## src/rtl/seq_slice_sub_pkg.sv

```systemverilog
// Shared types and elaboration helpers for the sequential slice subtractor.
package seq_slice_sub_pkg;

    typedef enum logic [1:0] {
        IDLE = 2'd0,
        RUN  = 2'd1,
        DONE = 2'd2
    } state_t;

    // Number of slices needed to cover an operand.
    function automatic int nslice(input int width, input int slice);
        return width / slice;
    endfunction

    // Slice index width; kept at least one bit wide so a single-slice build still has a counter.
    function automatic int idx_w(input int n);
        return (n > 1) ? $clog2(n) : 1;
    endfunction

endpackage

```

## src/rtl/seq_slice_subtractor_sub_slice.sv

```systemverilog
// Combinational SLICE-bit subtract cell: {borrow_out, d} = a_s - b_s - borrow_in.
module sub_slice #(
    parameter int SLICE = 8
) (
    input  logic [SLICE-1:0] a_s,
    input  logic [SLICE-1:0] b_s,
    input  logic             borrow_in,
    output logic [SLICE-1:0] d,
    output logic             borrow_out
);

    // One extra bit on top catches the borrow: a negative result wraps into bit SLICE.
    logic [SLICE:0] res;

    assign res        = {1'b0, a_s} - {1'b0, b_s} - {{SLICE{1'b0}}, borrow_in};
    assign d          = res[SLICE-1:0];
    assign borrow_out = res[SLICE];

endmodule

```

## src/rtl/seq_slice_subtractor.sv

```systemverilog
// Multi-cycle unsigned subtractor: diff = a - b - bin, one SLICE-bit slice per clock, LSB first.
module seq_slice_subtractor
    import seq_slice_sub_pkg::*;
#(
    parameter int WIDTH = 32,
    parameter int SLICE = 8
) (
    input  logic             clk,
    input  logic             rst,
    input  logic             in_valid,
    output logic             in_ready,
    input  logic [WIDTH-1:0] a,
    input  logic [WIDTH-1:0] b,
    input  logic             bin,
    output logic             out_valid,
    input  logic             out_ready,
    output logic [WIDTH-1:0] diff,
    output logic             bout,
    output logic             zero
);

    localparam int             NSLICE     = nslice(WIDTH, SLICE);
    localparam int             IW         = idx_w(NSLICE);
    localparam logic [IW-1:0]  LAST_IDX   = IW'(NSLICE - 1);
    localparam logic [WIDTH-1:0] SLICE_MASK = WIDTH'({SLICE{1'b1}});

    if (WIDTH % SLICE != 0) begin : g_width_check
        $error("seq_slice_subtractor: WIDTH must be an integer multiple of SLICE");
    end

    state_t            state_q, state_d;
    logic [WIDTH-1:0]  a_q, b_q;
    logic [WIDTH-1:0]  diff_q, diff_next;
    logic [IW-1:0]     idx_q;
    logic              borrow_q;
    logic              bout_q, zero_q;

    logic [31:0]       bit_off;
    logic [SLICE-1:0]  a_s, b_s, d_s;
    logic              borrow_n;
    logic              last_slice;

    // Select the active slice of the captured operands and splice its result into diff.
    assign bit_off    = 32'(idx_q) * 32'(SLICE);
    assign a_s        = SLICE'(a_q >> bit_off);
    assign b_s        = SLICE'(b_q >> bit_off);
    assign last_slice = (idx_q == LAST_IDX);
    assign diff_next  = (diff_q & ~(SLICE_MASK << bit_off)) | (WIDTH'(d_s) << bit_off);

    sub_slice #(.SLICE(SLICE)) u_cell (
        .a_s       (a_s),
        .b_s       (b_s),
        .borrow_in (borrow_q),
        .d         (d_s),
        .borrow_out(borrow_n)
    );

    // State register.
    always_ff @(posedge clk or posedge rst) begin
        if (rst) state_q <= IDLE;
        else     state_q <= state_d;
    end

    // Next-state decode: accept only in IDLE, walk all slices, hold result until taken.
    always_comb begin
        state_d = state_q;
        case (state_q)
            IDLE:    if (in_valid)   state_d = RUN;
            RUN:     if (last_slice) state_d = DONE;
            DONE:    if (out_ready)  state_d = IDLE;
            default:                 state_d = IDLE;
        endcase
    end

    // Operand capture; contents only matter while RUN, so no reset is needed.
    always_ff @(posedge clk) begin
        if (state_q == IDLE && in_valid) begin
            a_q <= a;
            b_q <= b;
        end
    end

    // Slice walk: clear diff on accept, ripple borrow through the register, finalise flags on the last slice.
    always_ff @(posedge clk or posedge rst) begin
        if (rst) begin
            diff_q   <= '0;
            bout_q   <= 1'b0;
            zero_q   <= 1'b0;
            idx_q    <= '0;
            borrow_q <= 1'b0;
        end else begin
            case (state_q)
                IDLE: begin
                    if (in_valid) begin
                        diff_q   <= '0;
                        borrow_q <= bin;
                        idx_q    <= '0;
                    end
                end
                RUN: begin
                    diff_q   <= diff_next;
                    borrow_q <= borrow_n;
                    idx_q    <= idx_q + 1'b1;
                    if (last_slice) begin
                        bout_q <= borrow_n;
                        zero_q <= (diff_next == '0);
                    end
                end
                default: ;
            endcase
        end
    end

    assign in_ready  = (state_q == IDLE);
    assign out_valid = (state_q == DONE);
    assign diff      = diff_q;
    assign bout      = bout_q;
    assign zero      = zero_q;

endmodule

```

## config.mk

```make
export PLATFORM = sky130hd
export DESIGN_NAME = seq_slice_subtractor
export DESIGN_NICKNAME = d
export VERILOG_FILES = /design/src/rtl/seq_slice_sub_pkg.sv /design/src/rtl/seq_slice_subtractor_sub_slice.sv /design/src/rtl/seq_slice_subtractor.sv
export SDC_FILE = /design/constraint.sdc
export NUM_CORES = 1
export LEC_CHECK = 0
export CORE_ASPECT_RATIO = 0.7
export CORE_UTILIZATION = 50
export DETAILED_ROUTE_END_ITERATION = 6
export PLACE_DENSITY_LB_ADDON = 0.1
export SLEW_MARGIN = 25
export SYNTH_ARGS = -nofsm -noshare
export SYNTH_HDL_FRONTEND = slang
export SYNTH_SLANG_ARGS = --single-unit
export TNS_END_PERCENT = 10
```

## constraint.sdc

```tcl
create_clock -name clk -period 12.1 [get_ports clk]
set_clock_uncertainty 0.1 [all_clocks]
set_input_delay 1.21 -clock clk [delete_from_list [all_inputs] [get_ports clk]]
set_output_delay 1.21 -clock clk [all_outputs]
set_load 0.02 [all_outputs]
```

==> results of run 1 <==
==> stage by stage <==
stage | util | instance area [µm²] | power (W) | setup WS [ns] | std cells
2_1_floorplan | - | 4410 | 0.00120 | 7.35 | 288
4_1_cts | 0.692 | 5890 | 0.00182 | 8.33 | 524
3_3_place_gp | 0.657 | 5600 | 0.00151 | 8.44 | 508
6_report | 0.692 | 5890 | 0.00180 | 8.35 | 524
3_5_place_dp | 0.657 | 5600 | 0.00153 | 8.32 | 508
5_1_grt | 0.692 | 5890 | 0.00193 | 8.02 | 524
==> path summary, 6_finish.rpt <==
| kind | slack [ns] | start | cells after the start | to |
|---|---|---|---|---|
| min in group asynchronous | 1.19 | rst | 3 | diff[22] |
| worst max register to register | 8.35 | idx_q[0] | 10 | zero |
| worst min-delay path | 0.40 | diff[30] | 2 | diff[30] |
| max in group asynchronous | 10.39 | rst | 3 | borrow_q |
| worst max-delay path | 8.35 | idx_q[0] | 10 | zero |
| worst min register to register | 0.40 | diff[30] | 2 | diff[30] |
==> power groups by stage <==
stage	Combinational, W	Sequential, W	Clock (W)
after detailed placement	0.000992	0.000539	0
final	0.000989	0.000532	0.000284
after global routing	0.00109	0.000542	0.000303
after global placement	0.000974	0.000536	0
after floorplan	0.000640	0.000564	0
after CTS	0.000997	0.000533	0.000288
==> layout by cell type (no fill, tap or decap), types with 8 or more instances in the layout <==
cell and count:
dfrtp_1 39, clkbuf_16 9, mux4_2 15, nand2_1 17, inv_1 26, clkdlybuf4s50_1 104
a22o_1 29, o21ai_0 8, ha_1 16, edfxtp_1 64, a21oi_1 10
==> tightest hold or removal path: stages (launching register included) <==
cell	delay, ns
dfrtp_1	0.35
nand2_1	0.05
o31ai_1	0.06
==> flip-flops by register name, indices dropped and copies added (netlist names) <==
register	cells
borrow_q	1
diff	32
state_q	2
bout	1
b_q	32
a_q	32
idx_q	2
zero	1
==> layout make-up <==
class	count	area (µm²)	area share
Sequential cell	103	2900	0.492
Multi-Input combinational cell	151	1380	0.234
Timing Repair Buffer	108	1070	0.182
Clock buffer	9	225	0.0382
Tap cell	120	150	0.0255
Inverter	26	97.6	0.0166
Clock inverter	7	72.6	0.0123
==> cells by family after synthesis <==
kind of cell / after synthesis
buffers and inverters: 34
XOR/XNOR: 7
AO/OA/AOI/OAI: 65
adder cells (fa/ha/maj): 18
AND/OR/NAND/NOR: 43
flip-flops: 103
multiplexers: 18
==> routing by layer <==
layer / vias to the layer above / part of all wire / global-route usage
met1: 1349 / 0.47 / 0.283
met2: 109 / 0.45 / 0.328
li1: 1309 / - / -
met5: - / 0 / 0
met4: 0 / 0.013 / 0.0753
met3: 13 / 0.065 / 0.0626
==> results.json, run 1 <==
{
  "outcome": "finished clean",
  "crit_path_start_kind": "flop",
  "numCtsBuffers": 9,
  "power.density_nw_per_um2": 306,
  "ir_drop_mv": 0.167,
  "cpPeakStageDelay_ns": 0.57,
  "seq_power_share": 0.295,
  "finalMaxSlewViolations": 0,
  "drtAntennaViolNets": 0,
  "cts.repair.resized": 0,
  "holdWs_ns": 0.398,
  "layout_min_cycle_time_ns": 3.75,
  "synthTopCellsByArea": "edfxtp_1, dfrtp_1, mux4_2",
  "path_clk_slew_ns": 0.07,
  "die_h_um": 80.6,
  "hp-class": "reg -> reg",
  "p_leak_nw": 2.31,
  "ys_seq_elements": 103,
  "die_x_um": 114,
  "cts_hold_buf": 0,
  "synth_top_area_share": 0.436,
  "power_frac_clock": 0.157,
  "synthMuxAreaShare": 0.0835,
  "syn-cell-area_um2": 4410,
  "cts_tree": "done",
  "synth_commonest_cells": "edfxtp_1, dfrtp_1, a22o_1",
  "synth_compound_area_frac": 0.113,
  "initial_core_util": 0.518,
  "cap_violations": 0,
  "drt-vias-per-instance": 5.31,
  "grt_max_degree": 40,
  "layout.nets": 486,
  "slew-limit-headroom": 0.346,
  "cts-root-buf": "clkbuf_16",
  "synth-edff-count": 64,
  "vias": 2780,
  "synth_largest_area_cell": "edfxtp_1",
  "setup_violations": 0,
  "tightest_slew_ns": 0.974,
  "post-dp-hpwl_um": 6440,
  "routabilityCongestion": 0.847,
  "htreeDepth": 3,
  "cts_buffer_depth": 2,
  "fill_cells": 600,
  "synth_xor_area_frac": 0.0139,
  "p_int_w": 0.00105,
  "synthAdderAreaFrac": 0.0545,
  "detail_route.first_pass.iterations": 4,
  "crit_path_end_kind": "flop",
  "grt_pass1_wl_um": 14200,
  "critPathMostFrequentCell": "fa_1",
  "synth.avg_cell_area_um2": 15.3,
  "switching_share": 0.420,
  "critical_path_buf_inv_count": 1,
  "critPathMaxFanout": 28,
  "die_area_um2": 9200,
  "synth_nets": 375,
  "cts_setup_buffers": 0,
  "grt_pass1_vias": 2823,
  "arrival_ns": 3.90,
  "fmax_ghz": 0.267,
  "synth_flop_cell": "edfxtp_1",
  "comb_power_share": 0.548,
  "synth_top_family_by_area": "compound AO/OA/AOI/OAI gates",
  "switchingPower_w": 0.000759,
  "setup_tns_ns": 0,
  "worstSetupPathType": "reg -> reg",
  "hold_viol_final": 0,
  "numPortBuffers": 104,
  "period_share": 0.310,
  "drive_above_1_share": 0.0965,
  "slowest_stage": "mux4_2",
  "synth-simple-area-share": 0.0468,
  "seq_area_frac_synth": 0.657,
  "area_delta_synth_final_pct": 33.7,
  "antenna_cells": 0,
  "drtIter0Drc": 168,
  "crit_chain": "buf_4 -> mux4_2 -> fa_1 -> fa_1 -> xor2_1 -> a21o_1 -> a2111o_1 -> nor4_1 -> nand4b_1 -> o31ai_2",
  "synth_cells": 288,
  "wirelength_um": 8850,
  "crit_family": "adder cells",
  "drc": 0,
  "yosys_warnings": 0,
  "wire_per_inst_um": 16.9,
  "gr-total-overflow": 0,
  "clock_latency_ns": 0.34,
  "async_flop_share": 0.379,
  "ios": 105,
  "post-synth-top-count-cell": "edfxtp_1",
  "required_ns": 12.25,
  "rows": 28,
  "cts_sinks": 103,
  "track_usage": 0.211,
  "synth_cell_types": 33,
  "core_area_um2": 8510,
  "grt_antenna_before_repair": 0,
  "rsz0062_at_grt": "no"
}
No activity file was read; power rests on OpenSTA's default activity.
==> run 2: changes to the inputs <==
CORE_UTILIZATION = 45   (was 50)
clock period = 3.2 ns   (was 12.1 ns; I/O delays follow)
==> results.json, run 2 (synthesis results as in run 1) <==
{
  "outcome": "finished clean",
  "tightest_slew_ns": 0.891,
  "p_leak_nw": 2.40,
  "grt_max_degree": 40,
  "finalMaxSlewViolations": 0,
  "drt-vias-per-instance": 5.31,
  "path_clk_slew_ns": 0.07,
  "vias": 2879,
  "area_delta_synth_final_pct": 38.0,
  "crit_chain": "buf_12 -> mux4_2 -> inv_2 -> fa_2 -> fa_2 -> xor2_2 -> a21o_1 -> a2111o_1 -> nor4_2 -> nand4b_1 -> o31ai_2",
  "clock_latency_ns": 0.35,
  "grt_antenna_before_repair": 0,
  "die_x_um": 120,
  "slowest_stage": "dfrtp_1",
  "cts-root-buf": "clkbuf_16",
  "track_usage": 0.204,
  "htreeDepth": 3,
  "cts_tree": "done",
  "required_ns": 3.36,
  "power.density_nw_per_um2": 1260,
  "layout.nets": 500,
  "core_area_um2": 9290,
  "rsz0062_at_grt": "yes",
  "layout_min_cycle_time_ns": 3.11,
  "critical_path_buf_inv_count": 2,
  "ir_drop_mv": 0.780,
  "post-dp-hpwl_um": 6870,
  "crit_start": "idx_q[0]",
  "pre_cts_ws_ns": 0.0217,
  "dpl.cell_count": 522,
  "drc": 0,
  "setup_slack_ns": 0.0925,
  "ios": 105,
  "cap_violations": 0,
  "period_share": 0.971,
  "grt_pass1_wl_um": 15600,
  "grt_pass1_vias": 3008,
  "die_h_um": 84.8,
  "numCtsBuffers": 9,
  "routabilityCongestion": 0.840,
  "die_area_um2": 10200,
  "rr_endpoint": "zero",
  "drtAntennaViolNets": 0,
  "hp-class": "in -> async",
  "worstSetupPathType": "reg -> reg",
  "hold_viol_final": 0,
  "rr_worst_depth": 11,
  "r2r-start": "idx_q[0]",
  "cts_hold_buf": 0,
  "drive_above_1_share": 0.148,
  "wire_per_inst_um": 17.5,
  "cpPeakStageDelay_ns": 0.43,
  "mostFrequentLayoutCells": "clkdlybuf4s50_1, edfxtp_1, dfrtp_1",
  "critPathMostFrequentCell": "fa_2",
  "fmax_ghz": 0.322,
  "ff2ff_setup_slack_ns": 0.09,
  "numPortBuffers": 104,
  "drtIter0Drc": 210,
  "cts_buffer_depth": 2,
  "initial_core_util": 0.475,
  "wirelength_um": 9460,
  "crit_family": "adder cells",
  "critPathMaxFanout": 12,
  "final_cells": 542,
  "antenna_cells": 0,
  "detail_route.first_pass.iterations": 4,
  "rows": 29,
  "utilization": 0.655,
  "gr-total-overflow": 0,
  "setup_violations": 0,
  "slew-limit-headroom": 0.401,
  "cts_sinks": 103,
  "final_common_cell": "clkdlybuf4s50_1",
  "crit_path_start_kind": "flop",
  "crit_path_end_kind": "flop",
  "arrival_ns": 3.27
}
[run 2: changes by cell type in the layout (fill, tap and decap cells not counted), moves of 2 or more]
cell / previous run / this run
buf_4: 4 / 17
xor2_2: 0 / 2
xor2_1: 3 / 1
fa_1: 2 / 0
fa_2: 0 / 2
a21oi_1: 10 / 8
clkbuf_1: 0 / 2
a21oi_2: 1 / 3
[run 2: worst register-to-register path, cell delays in order (launching register included)]
cell and delay, ns:
dfrtp_1 0.43, buf_12 0.18, mux4_2 0.33, inv_2 0.04, fa_2 0.37, fa_2 0.40, xor2_2 0.16, a21o_1 0.17
a2111o_1 0.38, nor4_2 0.14, nand4b_1 0.13, o31ai_2 0.18
[run 2: cell type report]
| cell class | count | area [µm²] |
|---|---|---|
| fill | 735 | 3210 |
| sequential | 103 | 2900 |
| multi-input combinational | 151 | 1430 |
| timing repair buffer | 122 | 1190 |
| clock buffer | 11 | 233 |
| tap | 124 | 155 |
| inverter | 26 | 97.6 |
| clock inverter | 5 | 82.6 |
[run 2: per-layer routing]
layer,up-vias,GRT usage,routed length [µm]
li1,1342,-,-
met3,10,0.0625,689
met2,102,0.310,4290
met5,-,0,0
met1,1425,0.287,4370
met4,0,0.0572,112
[run 2: how the worst max path moves through the flow]
stage	to	cells after the start
3_5_place_dp	diff[29]	9
3_3_place_gp	zero	9
4_1_cts	zero	9
6_report	zero	11
5_1_grt	zero	11
2_1_floorplan	zero	11
[run 2: timing repair]
item                       in CTS  in global routing
cloned                          0                  0
setup buffers                   0                  4
resized for setup               2                  5
setup endpoints to repair       7                 11
pin swaps                       0                  5
[run 2: metrics by stage]
step / area [µm²] / hold slack, ns / power [W] / TNS (ns)
floorplan: 4450 / 0.319 / 0.00462 / -0.109
global placement: 5700 / 0.375 / 0.00621 / 0
detailed placement: 5700 / 0.387 / 0.00628 / 0
CTS: 6030 / 0.314 / 0.00756 / 0
global route: 6080 / 0.361 / 0.00815 / -0.118
finish: 6080 / 0.303 / 0.00769 / 0
[run 2: where the power goes]
| group | internal, W | switching, W |
|---|---|---|
| Sequential | 0.00181 | 0.000199 |
| Combinational | 0.00205 | 0.00247 |
| Clock | 0.000688 | 0.000475 |
